File: src/rtl/flag_branch_unit.sv
// flag_branch_unit: architectural NZCV flag register plus a single-cycle
// branch resolver for B, CBZ, CBNZ and B.cond, with a saturating count of
// taken branches. B.cond sees ALU flags forwarded from the same cycle.
module flag_branch_unit (
    input  logic        clk,
    input  logic        reset,
    input  logic        set_flags,
    input  logic        alu_zero,
    input  logic        alu_neg,
    input  logic        alu_ovf,
    input  logic        alu_carry,
    input  logic        reg_zero,
    input  logic        br_valid,
    input  logic [1:0]  br_type,
    input  logic [3:0]  br_cond,
    output logic [3:0]  flags_q,
    output logic        br_done,
    output logic        br_taken,
    output logic [15:0] taken_cnt
);

    localparam logic [1:0] BR_B    = 2'b00;
    localparam logic [1:0] BR_CBZ  = 2'b01;
    localparam logic [1:0] BR_CBNZ = 2'b10;
    localparam logic [1:0] BR_COND = 2'b11;

    localparam logic [15:0] CNT_MAX = 16'hFFFF;

    // ARM condition-code evaluation against {N,Z,C,V}.
    function automatic logic cond_pass(input logic [3:0] cond, input logic [3:0] nzcv);
        logic n, z, c, v;
        logic r;
        n = nzcv[3];
        z = nzcv[2];
        c = nzcv[1];
        v = nzcv[0];
        case (cond)
            4'd0:    r = z;
            4'd1:    r = !z;
            4'd2:    r = c;
            4'd3:    r = !c;
            4'd4:    r = n;
            4'd5:    r = !n;
            4'd6:    r = v;
            4'd7:    r = !v;
            4'd8:    r = c & !z;
            4'd9:    r = !c | z;
            4'd10:   r = (n == v);
            4'd11:   r = (n != v);
            4'd12:   r = !z & (n == v);
            4'd13:   r = z | (n != v);
            default: r = 1'b1;  // AL and NV both always pass
        endcase
        return r;
    endfunction

    logic [3:0]  alu_flags;
    logic [3:0]  eff_flags;
    logic [3:0]  flags_d;
    logic        taken_d;
    logic [15:0] cnt_d;

    // Effective flags: forward this cycle's ALU flags when they are being written.
    always_comb begin
        alu_flags = {alu_neg, alu_zero, alu_carry, alu_ovf};
        eff_flags = set_flags ? alu_flags : flags_q;
        flags_d   = set_flags ? alu_flags : flags_q;
    end

    // Branch outcome; only qualified inputs are looked at so idle-cycle X stays out.
    always_comb begin
        taken_d = 1'b0;
        if (br_valid) begin
            case (br_type)
                BR_B:    taken_d = 1'b1;
                BR_CBZ:  taken_d = reg_zero;
                BR_CBNZ: taken_d = !reg_zero;
                BR_COND: taken_d = cond_pass(br_cond, eff_flags);
                default: taken_d = 1'b0;
            endcase
        end
    end

    // Saturating taken-branch counter next value.
    always_comb begin
        cnt_d = taken_cnt;
        if (taken_d && (taken_cnt != CNT_MAX)) begin
            cnt_d = taken_cnt + 16'd1;
        end
    end

    // State update: flags, one-cycle branch result pulse, taken counter.
    always_ff @(posedge clk) begin
        if (reset) begin
            flags_q   <= 4'b0000;
            br_done   <= 1'b0;
            br_taken  <= 1'b0;
            taken_cnt <= 16'd0;
        end else begin
            flags_q   <= flags_d;
            br_done   <= br_valid;
            br_taken  <= taken_d;
            taken_cnt <= cnt_d;
        end
    end

endmodule

File: config.mk
export PLATFORM = sky130hd
export DESIGN_NAME = flag_branch_unit
export DESIGN_NICKNAME = d
export VERILOG_FILES = /design/src/rtl/flag_branch_unit.sv
export SDC_FILE = /design/constraint.sdc
export NUM_CORES = 1
export LEC_CHECK = 0
export ABC_AREA = 1
export CORE_MARGIN = 1.5
export CORE_UTILIZATION = 50
export DETAILED_ROUTE_END_ITERATION = 10
export GPL_ROUTABILITY_DRIVEN = 0
export PLACE_DENSITY_LB_ADDON = 0.05
export SLEW_MARGIN = 0
export SYNTH_ARGS = -nofsm -noshare
export SYNTH_HDL_FRONTEND = slang
export SYNTH_SLANG_ARGS = --single-unit
File: constraint.sdc
create_clock -name clk -period 2.7 [get_ports clk]
set_clock_uncertainty 0.1 [all_clocks]
set_input_delay 0.54 -clock clk [delete_from_list [all_inputs] [get_ports clk]]
set_output_delay 0.54 -clock clk [all_outputs]
set_load 0.02 [all_outputs]
# Word level (Yosys, flattened, before mapping)
# Index checks and enable logic that the tools add are counted.
[totals]
input_bits = 15
out_inout_bits = 22
ff_bits = 22
elab_cells = 40
[op_classes]
muxes = 4
n_eq_ne = 19
reduce_logical = 8
addsub = 1
bitwise = 4
[ops]
columns = ["op", "count"]
rows = [
  ["$eq 4x4->1 const B", 6],
  ["$add 16x1->16 const B", 1],
  ["$eq 4x3->1 const B", 4],
  ["$ne 16x16->1 const B", 1],
  ["$pmux 1 s14", 1],
  ["$eq 4x2->1 const B", 2],
  ["$logic_not 1->1", 5],
  ["$eq 2x2->1 const B", 2],
  ["$eq 4x1->1 const B", 1],
  ["$logic_not 4->1", 1],
  ["$mux 4", 1],
  ["$pmux 1 s4", 1],
  ["$and 1x1->1", 2],
  ["$eq 2x1->1 const B", 1],
  ["$logic_not 2->1", 1],
  ["$or 1x1->1", 2],
  ["$eq 1x1->1", 1],
  ["$logic_and 1x1->1", 1],
  ["$mux 1", 1],
  ["$ne 1x1->1", 1],
]

# Logic depth before layout (Yosys ltp)
[depth]
word_depth = 7
depth_mapped = 15
mapped_depth_nobuf = 14

# Least setup slack after synthesis
# Ideal clock, no wire load.
[synth_path]
path_kind = "reg2reg"
startpoint = "register taken_cnt[0]"
endpoint = "register taken_cnt[12]"
path_buffers = 1
path_stages_with_launch = 11
required_time_ns = 2.531
period_less_slack_ns = 2.007
t_arrival_ns = 1.838
path_slack_ns = 0.693
setup_ns = 0.069
path_cell_list = "dfxtp_1 > ha_1 > nand2_1 > nor3_2 > nand2_1 > nor3_1 > a21oi_2 > nand2_4 > buf_12 > nand2_2 > a21oi_2"
[synth_between]
elab_chain_cells = 2
word_cells_on_any_way = 3
classes_between = "add/sub: 1; eq/ne: 1; reduce/logical: 1"
[synth_rtl]
columns = ["element", "line_no", "source"]
rows = [
  ["start: declaration", "19", "output logic [15:0] taken_cnt"],
  ["start signal: assignment", "103", "taken_cnt <= cnt_d;"],
  ["parallel branches: the longest is 2 deep, another holds $add 16x1->16", "--", ""],
]
# Several ways; the timed one is not identified.
# A chain may end at the register's enable or synchronous reset.

# Final worst setup path
[layout_path]
startpoint = "input port set_flags"
endpoint = "register taken_cnt[14]"
[layout_between]
elab_chain_cells = 7
word_cells_on_any_way = 15
classes_between = "eq/ne: 2; mux: 4; bitwise: 4; reduce/logical: 5"
[layout_rtl]
columns = ["element", "line_no", "source"]
rows = [
  ["start: declaration", "7", "input logic set_flags,"],
  ["$mux 4 (*)", "--", ""],
  ["$ne 1x1->1, or another cell as far along", "49, 51", ""],
  ["$or 1x1->1, or another cell as far along", "51", "4'd13: r = z | (n != v);"],
  ["$pmux 1 s14 (*)", "37", "case (cond)"],
  ["$pmux 1 s4 (*)", "74", "case (br_type)"],
  ["$mux 1 (*)", "73", "if (br_valid) begin"],
  ["$logic_and 1x1->1 (*)", "87", "if (taken_d && (taken_cnt != CNT_MAX)) begin"],
]
# Every way passes the cells marked *; elsewhere a longest branch is shown, timed or not.

==> parameters.txt <==
Parameter                              Value

Worst setup path
  Maximum fanout count along the critical path ... 16
  Cell occurring most often along the worst timing path ... nand2_1
  Worst Setup Start Kind ... input port
  Slowest cell on crit path ... clkdlybuf4s50_1
  Data arrival time of the worst path ... 2.46 ns
  Cell-by-cell trace of the critical path ... clkdlybuf4s50_1 -> inv_2 -> nand2_1 -> nand2_1 -> nand2_2 -> nand2_1 -> nand2_1 -> o21ai_1 -> nor2_1 -> nand3_1 -> nand2_2 -> nand2_4 -> nand2_4 -> nand2_1 -> a21oi_1
  Sum of buffers and inverters on the critical path ... 2
  Delay-heaviest family, CP ... simple AND/OR/NAND/NOR gates
  Critical Path RT ... 2.84 ns
  Critical path class ... input port to flip-flop
  Category of the worst setup path capture point ... flip-flop
  Worst path max stage delay ... slightly below 0.6 ns

Pwr
  Fraction of power spent switching nets ... 0.282
  Relative contribution of combinational cells to total power ... 0.211
  Standby leakage power ... around 0.74 nW
  Power Dens Cells ... 341 mW/mm2
  Maximum resistive drop on vdd ... approximately 0.27 mV
  Clk network pwr share ... 0.276
  Pint ... 473 uW
  Sw Pwr ... 186 uW
  Sequential cell fraction of total power ... 0.513

Yosys
  Biggest area contributors in the synthesized netlist ... dfxtp_1 29%, nand2_1 13%, nand3_1 7.9%
  Synth async-reset ratio ... 0
  Yosys warns ... 0
  Portion of the post-synthesis area used by sequential elements ... 0.291
  Library cell with the highest instance count after synthesis ... nand2_1
  Number of enable flip-flop cells after synthesis ... 0
  Yosys top cell by area ... dfxtp_1
  Synthesized netlist cell count ... 230
  Top flip-flop cell by instance count after synthesis ... dfxtp_1
  Yosys cell types ... 23
  Area share of the largest cell type after synthesis ... 0.291
  Cell area after synthesis ... 0.00151 mm2
  Leading post-synthesis cells by instance count ... 54 x nand2_1, 30 x nor2_1, 25 x inv_1, 24 x nand3_1, 22 x dfxtp_1
  Synthesized net count ... about 250
  Post-synthesis register bit count ... 22
  Mean area per synthesized cell ... 6.57 um2

Clock network
  CTS Root Cell ... clkbuf_4
  Clock buffer depth ... 2
  Number of hold buffers added after CTS ... 0
  Later-pin clock latency in the skew report ... 0.31 ns
  Clock tree from TritonCTS ... built
  Number of buffers added by the clock tree synthesis step ... 3
  Clock Sinks ... 22
  Clock-pin slew on the worst setup and hold paths ... 0.11 ns
  Number of buffers inserted by post-CTS setup repair ... 0
  Cts repair resizes ... 0
  H-tree level count ... 1

Floorplanning
  Area of the die ... 0.00336 mm2
  Floorplan die width ... 58.0 um
  Boundary pin count ... 37
  Area of the core ... 0.00281 mm2
  Chip Height ... between 50 and 60 um
  Starting density of the core ... 0.539
  Standard-cell rows ... 19

Layout
  Area taken by multi-input logic gates ... about 940 um2
  Layout overhead on the synthesized area ... 27.8%
  Total inserted antenna cells ... 0
  FILL cells ... 246
  Fin util ... 0.689
  Final layout net count ... 285
  Fraction of final layout cells sized beyond drive strength 1 ... 0.157
  Area used by sequential logic in the layout ... roughly 440 um2

Route
  DR vias ... 1,480
  Average vias per placed instance ... roughly 4.9
  Initial DRC Count ... just under 100
  Final wirelength ... between 3000 and 4000 um
  Post-detailed-route DRC marker count ... 4
  DR pass1 iterations ... 7
  Average wire per cell in the routed design ... 10.8 um
  Routed Antenna Nets ... 0

GRT
  Global-route wire length before repair ... 5560 um
  Maximum number of pins on one net before global-route repair ... 23
  Number of antenna violations at the first check in global routing ... 0
  Gr ovfl total ... 0
  Combined global-route utilization of all metal layers ... 0.206
  Via count of the first global-routing pass ... 1,339

STA
  Slew of the pin with the lowest slew margin ... 0.504 ns
  Setup violators final ... 0
  Number of slew-limit violations in the final report ... 0
  Worst path setup slack after routing ... 0.381 ns
  TNS Setup ... 0 ns
  Max transition margin ... 0.664
  Crit share post-route ... 0.859
  RSZ-0062 raised after global routing ... false
  Hold violation total from the final report ... 0
  Maximum frequency from static timing analysis ... 0.431 GHz
  Clock period minus final worst setup slack ... 2.32 ns

Status
  Violated checks ... DRC
  Status ... complete, but fails checks

Place
  Worst slack after detailed placement ... 0.0409 ns
  DPL Wire Length ... 2480 um
  Port bufs ... 36

Flow run
  Number of maximum-capacitance violations ... 0

Min path
  HP Class ... flip-flop to flip-flop
power groups by stage:
stage / logic (mW) / registers (mW) / clock network (mW)
2_1_floorplan: 0.0793 / 0.354 / 0
3_3_place_gp: 0.140 / 0.345 / 0
3_5_place_dp: 0.140 / 0.345 / 0
4_1_cts: 0.140 / 0.338 / 0.188
5_1_grt: 0.154 / 0.339 / 0.198
6_report: 0.139 / 0.338 / 0.182
metal layers:
layer | vias to the layer above | global-route usage | wire (um)
met5 | - | 0 | 0
met4 | 0 | 0.0598 | 17
met3 | 2 | 0.0313 | 139
met2 | 32 | 0.333 | 1430
met1 | 644 | 0.286 | 1650
li1 | 802 | - | -
layout by cell type (no fill, tap or decap), drive strengths merged, types with 3 or more instances in the layout:
master          n
nand2          75
clkdlybuf4s50  36
nor2           30
inv            26
nand3          24
dfxtp          22
a21oi          20
xor2           10
nor3            7
xnor2           4
clkbuf          4
buf             3
logic make-up after synthesis:
group	count (synthesis)	share of synthesized area
flops	22	0.291
simple gates	139	0.422
compound gates	22	0.100
xor+xnor	14	0.0811
mux	1	0.00745
fa+ha+maj	1	0.00828
buf+inv	31	0.0894
sequential cells by signal, indices dropped and copies added, names as in the netlist:
register   cells
flags_q        4
br_done        1
taken_cnt     16
br_taken       1
cell type report:
| cell class | count | share of cell area |
|---|---|---|
| clock buffer | 4 | 0.0188 |
| inverter | 26 | 0.0505 |
| sequential | 22 | 0.228 |
| timing repair buffer | 39 | 0.198 |
| tap | 31 | 0.0201 |
| multi-input combinational | 177 | 0.484 |
path summary, 6_finish.rpt:
path	cells past startpoint	slack, ns	endpoint	from
max	15	0.38	taken_cnt[14]$_SDFFE_PP0P_	set_flags
min	2	0.40	flags_q[1]$_SDFF_PP0_	flags_q[1]$_SDFF_PP0_
max reg2reg	9	0.53	taken_cnt[14]$_SDFFE_PP0P_	taken_cnt[0]$_SDFFE_PP0P_
min reg2reg	2	0.40	flags_q[1]$_SDFF_PP0_	flags_q[1]$_SDFF_PP0_
stage by stage:
| stage | hold slack [ns] | instances | power (mW) | area [um2] |
|---|---|---|---|---|
| 6_report | 0.399 | 299 | 0.659 | 1930 |
| 5_1_grt | 0.432 | 299 | 0.691 | 1930 |
| 4_1_cts | 0.405 | 299 | 0.666 | 1930 |
| 3_5_place_dp | 0.387 | 295 | 0.485 | 1900 |
| 3_3_place_gp | 0.386 | 295 | 0.485 | 1900 |
| 2_1_floorplan | 0.459 | 230 | 0.433 | 1510 |
worst register-to-register path, stage by stage, from the launching register on:
cell     delay, ns
dfxtp_1       0.43
ha_1          0.21
nand2_1       0.09
nor3_2        0.27
nand2_1       0.15
nor3_1        0.20
a21oi_2       0.18
nand2_4       0.25
nand2_1       0.10
a21oi_1       0.13
Power figures use the tool's default switching activity.
==> RTL change 1, RTL diff (same flow settings) <==
The output `br_taken` loses its register stage (`br_taken` becomes a continuous assignment).
--- a/src/rtl/flag_branch_unit.sv
+++ b/src/rtl/flag_branch_unit.sv
@@ -95,14 +95,14 @@
             flags_q   <= 4'b0000;
             br_done   <= 1'b0;
-            br_taken  <= 1'b0;
             taken_cnt <= 16'd0;
         end else begin
             flags_q   <= flags_d;
             br_done   <= br_valid;
-            br_taken  <= taken_d;
             taken_cnt <= cnt_d;
         end
     end
 
+    assign br_taken = taken_d;
+
 endmodule
 
Behaviour: not the same (Yosys sat finds a counterexample within 4 cycles, from zero or initial values and one cycle with reset high).
==> RTL change 1 against the unedited design <==
Register-to-register slack improved by 0.17 ns; largest cell class unchanged; largest power group unchanged; clock power fell by 16%; cell count rose by 3.7%; first-iteration DRC count fell by 13%; critical path depth fell by 4; synthesized area rose by 0.25%; cell area rose by 3.6%; critical path type is now input pin to output pin; wire length rose by 13%; non-clock buffer count rose by 10; sequential cell count fell by 1; die area rose by 0.24%; sequential share of layout area fell by 1.8 points; worst setup slack got worse by 0.24 ns; total power fell by 3.2%.
==> RTL change 1: results (changes against the unedited design) <==
route:
  vias: 1594  # +7.7%
  drt_iter0_markers: 86  # -13%
  vias_per_cell: 5.14  # +3.9%
  routed_wirelength_um: 3660  # +13%
  dr.pass1.iters: 6  # -1
placement:
  placed_area_mm2: 0.00197  # +3.7%
  dp_hpwl_um: 2800  # +13%
  dp.cells: 306  # +3.7%
  pre_cts_slack_ns: -0.530  # -0.571 ns
power_and_ir_drop:
  p_leak_nw: 0.861  # +16%
  ir_worst_vdd_mv: 0.197  # -27%
critical_path:
  timing.rr.end: "taken_cnt[3]"
  reg2reg_slack_ns: 0.70  # +0.17 ns
  critPathMaxFanout: 4  # -12
  cpPeakStageDelay_ns: 0.45  # -0.14 ns
  crit_arrival_ns: 1.92  # -0.54 ns
  r2r_cells: 9  # unchanged
synthesis:
  synth_compound_area_share_pct: 8.26  # -1.8 points
  yosys-top-cells-area: "dfxtp_1 28%, nand2_1 14%, nor2_1 8.2%"
  yosys-top-cells-count: "55 x nand2_1, 33 x nor2_1, 27 x inv_1"
  synth_xor_area_share_pct: 7.51  # -0.60 points
  async_flop_share_pct: 0  # unchanged
  synthAdderAreaFrac_pct: 0.826  # -0.0021 points
  synthesis.instances: 233  # +1.3%
  ys_seq_area_share_pct: 27.7  # -1.4 points
  muxShareOfSynthArea_pct: 0.743  # -0.0018 points
  post_synth_num_cell_types: 25  # +8.7%
global_route:
  grt_pass1_vias: 1417  # +5.8%
  grt_pass1_wl_um: 5950  # +7.1%
  track_usage_pct: 22.1  # +1.5 points
  grt_max_degree: 18  # -22%
worst_hold_path:
  min_path_cells: 2  # unchanged
  min_from: "taken_cnt[15]"
  holdPathEnd: "taken_cnt[15]"
  min_path_type: "register to register"
cells_and_area:
  largest_registers: "taken_cnt: 16 flops, flags_q: 4 flops, br_done: 1 flops"
  final_nets: 296  # +3.9%
  drive_above_1_share_pct: 17.9  # +2.2 points
sta:
  whs_ns: 0.394  # -0.00516 ns
  relSlewSlack_pct: 69.7  # +3.3 points
outcome:
  status: "complete, no violations"
clocking:
  h-tree-depth: 1  # unchanged
[RTL change 1: repair_timing]
| action | in CTS | in global routing |
|---|---|---|
| pin swaps | 0 | 4 |
| resized for setup | 8 | 8 |
| hold endpoints to repair | 0 | 0 |
| setup endpoints to repair | 1 | 1 |
| cloned | 0 | 0 |
[RTL change 1: how the worst max path moves through the flow]
| stage | start | endpoint | slack (ns) | cells past startpoint |
|---|---|---|---|---|
| finish | alu_carry | br_taken | 0.14 | 11 |
| floorplan | set_flags | br_taken | 0.52 | 11 |
| global route | set_flags | br_taken | 0.01 | 13 |
| global placement | set_flags | br_taken | -0.50 | 12 |
| detailed placement | set_flags | br_taken | -0.53 | 12 |
| CTS | br_cond[2] | br_taken | 0.10 | 12 |
[RTL change 1: power breakdown]
group	internal, mW	switching [mW]
Sequential	0.318	0.00596
Clock	0.0575	0.0951
Combinational	0.0700	0.0913
Total	0.445	0.192
[RTL change 1: final cells by class]
class | count | area, um^2
Multi-Input combinational cell | 177 | 952
Timing Repair Buffer | 49 | 459
Clock buffer | 4 | 26.3
Fill cell | 237 | 803
Sequential cell | 21 | 420
Tap cell | 31 | 38.8
Inverter | 28 | 105
[RTL change 1: cell families after synthesis]
family                     Yosys count
buffers and inverters               35
and+or+nand+nor                    143
adders and majority gates            1
AOI/OAI and AO/OA                   19
xor gates and xnor gates            13
muxes                                1
DFF                                 21
[RTL change 1: layer usage]
layer  track usage (%)  vias up  part of all wire (%)
li1                  -      840                     -
met1              30.5      700                    50
met2              36.5       50                    45
met3              2.68        4                   4.7
met4              5.98        0                   1.2
met5                 0        -                     0
==> RTL change 2, RTL diff (same settings) <==
Made on the original files. The localparam `CNT_MAX` goes from 16'hFFFF to 16'h7FFF.
--- a/src/rtl/flag_branch_unit.sv
+++ b/src/rtl/flag_branch_unit.sv
@@ -25,5 +25,5 @@
     localparam logic [1:0] BR_COND = 2'b11;
 
-    localparam logic [15:0] CNT_MAX = 16'hFFFF;
+    localparam logic [15:0] CNT_MAX = 16'h7FFF;
 
     // ARM condition-code evaluation against {N,Z,C,V}.
Behaviour: same outputs for any inputs over 10 cycles, from zero or initial values and one cycle with reset high; that may be too few to reach the edited logic, so the function may still have changed.
==> RTL change 2 against the unedited design <==
The flow still finishes with violations (design-rule violations); via count increased by 2.0%; worst setup slack got worse by 0.0018 ns; critical path depth unchanged; cell area decreased by 0.13%; worst hold slack improved by 0.0028 ns; count of clock-buffer cells in the layout decreased by 1; wire length decreased by 0.31%; sequential cell count unchanged; synthesized area increased by 0.33%; first-iteration DRC count decreased by 5.1%; synthesized cell count increased by 0.43%; die area increased by 0.31%; total power decreased by 6.4%.
==> RTL change 2: results (changes against the unedited design) <==
route:
  dr.pass1.iters: 9  # +2
  drc: 2  # -2
  wl_per_cell_um: 10.8  # -0.64%
  vias_per_cell: 5.03  # +1.6%
  drt_iter0_markers: 94  # -5.1%
global_route:
  use_met2_pct: 34.3  # +0.97 points
  track_usage_pct: 22.1  # +1.4 points
  grt_pass1_wl_um: 5890  # +5.8%
  antenna_found_initial: 0  # unchanged
  use_met1_pct: 30.4  # +1.8 points
  use_met3_pct: 3.57  # +0.45 points
  grt_max_degree: 23  # unchanged
  grt_pass1_vias: 1380  # +3.1%
placement:
  numPortBuffers: 36  # unchanged
  dp_hpwl_um: 2530  # +1.9%
  placed_area_mm2: 0.00191  # +0.59%
  pre_cts_slack_ns: 0.0573  # +0.0164 ns
critical_path:
  critPathMaxFanout: 16  # unchanged
  end_kind: "register"
  r2r_cells: 9  # unchanged
power_and_ir_drop:
  power_uw: 617  # -6.4%
  ir_worst_vdd_mv: 0.239  # -12%
  p_switching_uw: 173  # -7.0%
  p_comb_share_pct: 23.1  # +2.0 points
  p_leak_nw: 0.742  # -0.28%
  seqPwrFrac_pct: 54.7  # +3.4 points
outcome:
  violations: "design-rule violations"
  status: "complete, but fails checks"
sta:
  worst_slew_pin_slew_ns: 0.318  # -0.186 ns
synthesis:
  yosys-top-cells-area: "dfxtp_1 29%, nand2_1 13%, nand3_1 7.9%"
  synthFlopType: "dfxtp_1"
  synth_nets: 247  # +0.41%
  ys_seq_area_share_pct: 29.0  # -0.096 points
  yosys-top-cells-count: "54 x nand2_1, 30 x nor2_1, 26 x inv_1"
  synth_top_area_share_pct: 29.0  # -0.096 points
clocking:
  postCtsSetupRepairBufs: 0  # unchanged
  ctsResizeCount: 0  # unchanged
  clk_pin_slew_ns: 0.11  # about the same
  root_buffer: "clkbuf_4"
  cts_buffer_depth: 2  # unchanged
cells_and_area:
  drive_above_1_share_pct: 15.6  # -0.058 points
  final_nets: 287  # +0.70%
  largest_registers: "taken_cnt: 16 flops, flags_q: 4 flops"
worst_hold_path:
  min_path_type: "register to register"
  min_path_cells: 2  # unchanged
==> RTL change 2: area by class of cell <==
class | instances | area, um^2
clock buffer | 3 | 22.5
fill | 252 | 876
inverter | 27 | 101
multi-input combinational | 177 | 936
sequential | 22 | 440
tap | 31 | 38.8
timing repair buffer | 40 | 390
==> RTL change 2: cell families (layout without fill, tap and decap cells) <==
kind of cell	count (synthesis)	count (layout)	synth area share [%]
buf+inv	32	70	9.24
simple gates	139	139	42.1
mux	1	1	0.743
fa+ha+maj	1	1	0.825
compound gates	22	22	9.98
flops	22	22	29.0
xor+xnor	14	14	8.09
==> RTL change 2: critical path, cell delays in order <==
cell and delay, ns:
clkdlybuf4s50_1 0.59, inv_2 0.11, nand2_2 0.08, nand2_2 0.07, nand2_1 0.07, nand2_1 0.05
nor2_1 0.11, nand2_1 0.06, nor2_1 0.08, nand3_1 0.09, nand2_2 0.08, nand2_4 0.09
nand2_4 0.22, nand2_1 0.08, a21oi_1 0.13
==> RTL change 2: per-stage QoR <==
stage | hold WS [ns] | std cells
2_1_floorplan | 0.452 | 231
3_3_place_gp | 0.387 | 297
3_5_place_dp | 0.387 | 297
4_1_cts | 0.408 | 300
5_1_grt | 0.435 | 300
6_report | 0.402 | 300
==> RTL change 2: metal layers <==
metal,vias to the layer above,part of all wire [%]
li1,805,-
met1,660,53
met2,38,42
met3,6,4.6
met4,0,0.96
met5,-,0
==> RTL change 2: final timing paths <==
path	end	slack, ns	from
hold / removal	taken_cnt[9]	0.40	taken_cnt[9]
hold reg to reg	taken_cnt[9]	0.40	taken_cnt[9]
setup reg to reg	taken_cnt[3]	0.60	taken_cnt[0]
setup / recovery	taken_cnt[3]	0.38	set_flags
